**src/rtl/instr_fetch_unit.sv**
```systemverilog
// instr_fetch_unit: owns the PC and fetches one instruction at a time over a
// request/ack handshake, holding it for decode; a watchdog traps a dead memory.
module instr_fetch_unit #(
   parameter logic [31:0] RESET_PC = 32'h0000_0000,
   parameter int unsigned TIMEOUT  = 16
) (
   input  logic        Clk,
   input  logic        Reset,
   output logic        mem_req,
   output logic [31:0] mem_addr,
   input  logic        mem_ack,
   input  logic [31:0] mem_rdata,
   output logic [31:0] Instr,
   output logic        Instr_valid,
   input  logic        Instr_taken,
   input  logic        PC_sel,
   input  logic [31:0] PC_Immed,
   output logic [31:0] PC,
   output logic        Fetch_err
);

   typedef enum logic [1:0] {
      FETCH,
      HOLD,
      HALT
   } state_t;

   localparam logic [7:0] LAST_WAIT = 8'(TIMEOUT - 1);

   state_t      state;
   state_t      state_nxt;
   logic [7:0]  wait_cnt;
   logic        timeout;
   logic        capture;
   logic        advance;
   logic [31:0] pc_sum;
   logic [31:0] pc_nxt;

   // wait_cnt holds completed unacked cycles, so the TIMEOUT-th
   // request cycle is the last one in which an ack is still accepted.
   assign timeout  = (state == FETCH) && !mem_ack
                     && (wait_cnt == LAST_WAIT);
   assign capture  = (state == FETCH) && mem_ack;
   assign advance  = (state == HOLD) && Instr_taken;

   assign pc_sum   = PC + 32'd4 + (PC_sel ? PC_Immed : 32'd0);
   assign pc_nxt   = {pc_sum[31:2], 2'b00};

   assign mem_req  = (state == FETCH) && !Reset;
   assign mem_addr = PC;

   always_ff @(posedge Clk or posedge Reset) begin
      if (Reset) begin
         state <= FETCH;
      end else begin
         state <= state_nxt;
      end
   end

   always_comb begin
      state_nxt = state;
      unique case (state)
         FETCH: begin
            if (capture) begin
               state_nxt = HOLD;
            end else if (timeout) begin
               state_nxt = HALT;
            end
         end
         HOLD: begin
            if (advance) begin
               state_nxt = FETCH;
            end
         end
         HALT: begin
            state_nxt = HALT;
         end
         default: begin
            state_nxt = HALT;
         end
      endcase
   end

   always_ff @(posedge Clk or posedge Reset) begin
      if (Reset) begin
         PC          <= RESET_PC;
         Instr       <= 32'd0;
         Instr_valid <= 1'b0;
         Fetch_err   <= 1'b0;
         wait_cnt    <= 8'd0;
      end else begin
         if (capture) begin
            Instr       <= mem_rdata;
            Instr_valid <= 1'b1;
         end
         if (advance) begin
            Instr_valid <= 1'b0;
            PC          <= pc_nxt;
         end
         if (timeout) begin
            Fetch_err <= 1'b1;
         end
         if (advance) begin
            wait_cnt <= 8'd0;
         end else if ((state == FETCH) && !mem_ack) begin
            wait_cnt <= wait_cnt + 8'd1;
         end
      end
   end

endmodule
```
**config.mk**
```make
export PLATFORM = sky130hd
export DESIGN_NAME = instr_fetch_unit
export DESIGN_NICKNAME = d
export VERILOG_FILES = /design/src/rtl/instr_fetch_unit.sv
export SDC_FILE = /design/constraint.sdc
export NUM_CORES = 1
export LEC_CHECK = 0
export CORE_MARGIN = 1
export CORE_UTILIZATION = 51
export CTS_CLUSTER_SIZE = 10
export DETAILED_ROUTE_END_ITERATION = 10
export PLACE_DENSITY_LB_ADDON = 0.2
export RECOVER_POWER = 100
export SKIP_CTS_REPAIR_TIMING = 1
export SYNTH_ARGS = -nofsm -noshare
export SYNTH_HDL_FRONTEND = slang
export SYNTH_SLANG_ARGS = --single-unit
```
**constraint.sdc**
```tcl
create_clock -name Clk -period 6.8 [get_ports Clk]
set_input_delay 1.36 -clock Clk [delete_from_list [all_inputs] [get_ports Clk]]
set_output_delay 1.36 -clock Clk [all_outputs]
set_load 0.02 [all_outputs]
```
# Word level (Yosys, flattened, before mapping)
# Index checks and enable logic that the tools add are counted.
# Widths: inputs -> output; s select.
# op_classes
reduce_logical	11
addsub	3
muxes	9
eq_ne	4
# op_table
op	n
$add 32x3->32 const B	1
$add 32x32->32	1
$mux 32	1
$mux 8	2
$add 8x1->8 const B	1
$eq 8x4->1 const B	1
$mux 2	3
$logic_and 1x1->1	5
$pmux 2 s2	1
$reduce_bool 2->1	2
$ne 3x3->1 const B	1
$eq 2x1->1 const B	1
$logic_not 1->1	2
$logic_not 2->1	1
$mux 1	2
$ne 2x2->1 const B	1
$reduce_and 2->1	1
# word_totals
word_cells	33
output_inout_bits	99
regBits	74
input_bits	69

# Logic depth before layout (Yosys ltp)
# logic_depth
word_depth	6
mapped_depth	13
depth_no_buf	12

# Worst setup path before layout
# OpenSTA, ideal clock, no wires.
# synth_path
kind	in2reg
start	input port PC_sel
end	register PC[30]
setup_time_ns	0.071
arrival_time_ns	3.916
setup_slack_ns	2.813
path_stages	11
cell_sequence	clkbuf_1 > clkbuf_1 > and2_1 > ha_1 > ha_1 > buf_2 > nand4_1 > or3_2 > o211a_1 > or4_1 > nand4_1
# synth_between
elab_chain_len	2
# synth_rtl
item	line	rtl
start, declared	16	input logic PC_sel,
$mux 32	46	assign pc_sum = PC + 32'd4 + (PC_sel ? PC_Immed : 32'd0);
$add 32x32->32	46	
end signal, assigned	98	PC <= pc_nxt;
end, declared	18	output logic [31:0] PC,
# No other way between the ends.
# A chain may end at the register's enable or synchronous reset.

# Final worst setup path
# Ends and elaborated chain as after synthesis.

==> impl_metrics.yaml <==
run_status:
  status: "complete, but fails checks"
  violations: "max-capacitance violations, max-slew violations"
synth:
  synthTopCellsByCount: "dfrtp_1, nand2_1, ha_1"
  synth_seq_area_share_pct: 35.3
  syn_area_per_cell_um2: 9.57
  synth_area_leader_cell: "dfrtp_1"
  synth_edf_count: 0
  yosys_warnings: 0
  synth-seq-cells: 74
  synthTopCellsByArea: "dfrtp_1, ha_1, mux2_2"
  synthFlopType: "dfrtp_1"
  synth_cells: 549
  yosysMostFrequentCell: "dfrtp_1"
  async_reset_ff_share_pct: 100
  netlist_area_um2: 5250
  synth_top_area_share_pct: 35.3
  netlist-cell-type-count: 59
hold_path:
  hold_class: "reg2reg"
  whs_endpoint: "Fetch_err$_DFFE_PP0P_"
  worstHoldPathCells: 1
  worstHoldStart: "Fetch_err$_DFFE_PP0P_"
worst_setup_path:
  crit_type: "in2reg"
  crit_path_end_kind: "register"
  critPathLaunchType: "input port"
  reg2reg_slack_ns: 3.50
  worstPathArrival_ns: 5.52
  cpPeakStageDelay_ns: 1.19
  cp_slowest_cell: "dlygate4sd3_1"
  path_max_fanout: 30
  rr_endpoint: "PC[30]$_DFFE_PP0P_"
  reg2reg_depth: 9
  cp_common_cell: "ha_1"
  crit_required_ns: 7.10
  worst_r2r_startpoint: "PC[6]$_DFFE_PP0P_"
  worstPathCellList: "dlygate4sd3_1 > and2_1 > ha_1 > ha_1 > a21oi_1 > nand4b_1 > a2111oi_0 > nor2_1 > o211a_1 > or4_1 > nand4_1"
detailed_routing:
  viasPerCell: 5.51
  drtIter0Drc: 178
  post_drt_wl_per_cell_um: 15.6
  routed_wl_um: 12600
  drtAntennaViolNets: 0
  drc: 0
  drtPass1Iterations: 4
  vias: 4456
clocking:
  cts_buffers: 9
  cts_tree: "yes"
  clk_pin_slew_ns: 0.09
  cts.sinks: 74
  h-tree-depth: 3
  clk_latency_ns: 0.36
  clock_path_buffers: 2
  cts_root_buffer: "clkbuf_8"
final_layout:
  register_area_um2: 1850
  final_cells: 809
  nNetsFinal: 799
  nFillCells: 788
  drive_above_1_share_pct: 8.58
  multi_input_area_um2: 3000
  area_delta_synth_final_pct: 30.5
  num_antenna_cells: 0
pwr:
  peakVddDrop_v: 0.000201
  internal_power_mw: 1.41
  netSwitchingFraction_pct: 44.7
  pwr-share-clk_pct: 14.1
  powerDensity_nw_per_um2: 372
  switching_power_mw: 1.14
  p_total_mw: 2.55
  seq_power_share_pct: 27.2
  power.leakage_nw: 3.18
  comb_power_share_pct: 58.7
timing:
  final-hold-violation-count: 0
  fmax_ghz: 0.191
  final.period_utilization_pct: 76.8
  fin_setup_tns_ns: 0
  finalMaxSlewViolations: 86
  setup_viol: 0
  rsz0062_at_grt: "false"
  min_period_ns: 5.22
  timing.final.ws_setup_ns: 1.58
  skew_ns: 0.0110
  worst_pin_slew_ns: 2.75
  slew_headroom_pct: -83.6
  fin_hold_ws_ns: 0.475
placement:
  io_buffers: 161
  pre_cts_slack_ns: 1.64
  placedCellCount: 793
  gp_routability_congestion: 0.913
  dp_hpwl_um: 9510
global_route:
  grt-ovfl-total: 0
  grt_pass1_vias: 4500
  antenna_found_initial: 0
  grt_pass1_wl_um: 20300
  grt_usage_pct: 24.7
  grt_max_degree: 60
run:
  cap_violations: 2
floorplan:
  num_rows: 36
  fp.dieH_um: 103
  start_util_pct: 53.2
  die_w_um: 103
  io_pins: 168
  dieArea_um2: 10700
  core_um2: 9860
[registers in the layout, summed over array words and instances, names as in the netlist]
signal,count
state,2
wait_cnt,8
PC,30
Instr,32
Fetch_err,1
Instr_valid,1
[cell families after synthesis]
kind of cell / Yosys count / synth area share [%]
AND/OR/NAND/NOR: 171 / 16.2
flip-flops: 74 / 35.3
XOR/XNOR: 27 / 4.50
multiplexers: 38 / 8.05
AO/OA/AOI/OAI: 118 / 14.3
adder cells (fa/ha/maj): 59 / 14.2
buffers and inverters: 61 / 7.41
other: 1 / 0.0714
[critical path: cells and delay by family]
family	cells	cell delay, ns
adder cells (fa/ha/maj)	2	0.55
AND/OR/NAND/NOR	5	1.32
buffers and inverters	1	1.19
AO/OA/AOI/OAI	3	1.10
[power by group through the flow]
stage / clock network, mW / logic, mW / registers, mW
global placement: 0 / 1.55 / 0.702
CTS: 0.366 / 1.59 / 0.708
global route: 0.384 / 1.64 / 0.721
detailed placement: 0 / 1.58 / 0.717
finish: 0.360 / 1.50 / 0.694
floorplan: 0 / 0.917 / 0.857
[stage by stage]
stage / instance area (um^2) / utilization, %
after global routing: 6850 / 69.5
final: 6850 / 69.5
after detailed placement: 6700 / 67.9
after global placement: 6700 / 67.9
after CTS: 6890 / 69.9
after floorplan: 5260 / -
[worst max-delay path by stage]
stage                      start  cells past startpoint                 end  slack (ns)
after floorplan           PC_sel                     11  PC[30]$_DFFE_PP0P_        2.81
after global placement    PC_sel                     12  PC[31]$_DFFE_PP0P_        1.67
after detailed placement  PC_sel                     12  PC[31]$_DFFE_PP0P_        1.64
after CTS                 PC_sel                     11  PC[30]$_DFFE_PP0P_        1.99
after global routing       Reset                      3  PC[14]$_DFFE_PP0P_        1.14
final                     PC_sel                     11  PC[30]$_DFFE_PP0P_        1.58
[placed cells by master (no fill, tap or decap), types with 3 or more instances in the layout]
master           instances
a211oi_1                 3
a21o_1                  13
a21oi_1                 32
and2_0                   4
and2_1                  27
and3_1                   5
clkbuf_8                 9
clkdlybuf4s50_1         62
conb_1                   4
dfrtp_1                 74
dlygate4sd3_1           99
ha_1                    58
inv_1                    6
inv_6                    3
mux2_2                  34
mux2i_1                  4
nand2_1                 66
nand3_1                  8
nand4_1                 11
nor2_1                  27
nor3_1                   3
o211ai_1                 3
o21a_1                   4
o21ai_0                 37
o21ai_1                  3
o21bai_1                 3
o31ai_1                  3
or2_2                    3
or4_1                    3
xnor2_1                 13
xor2_1                  14
[cell type report]
class	count	area share (%)
clock buffer	9	1.81
sequential	74	27.0
multi-input combinational	417	43.7
timing repair buffer	163	23.6
clock inverter	7	1.10
inverter	6	0.329
tap	133	2.43
[metal layers]
layer	share of wire, %	wire [um]	GRT usage (%)
met2	50	6250	43.1
met3	6.4	806	6.65
met4	1.9	245	8.67
met1	42	5320	29.3
met5	0	0	0
(Power assumes the default switching activity.)
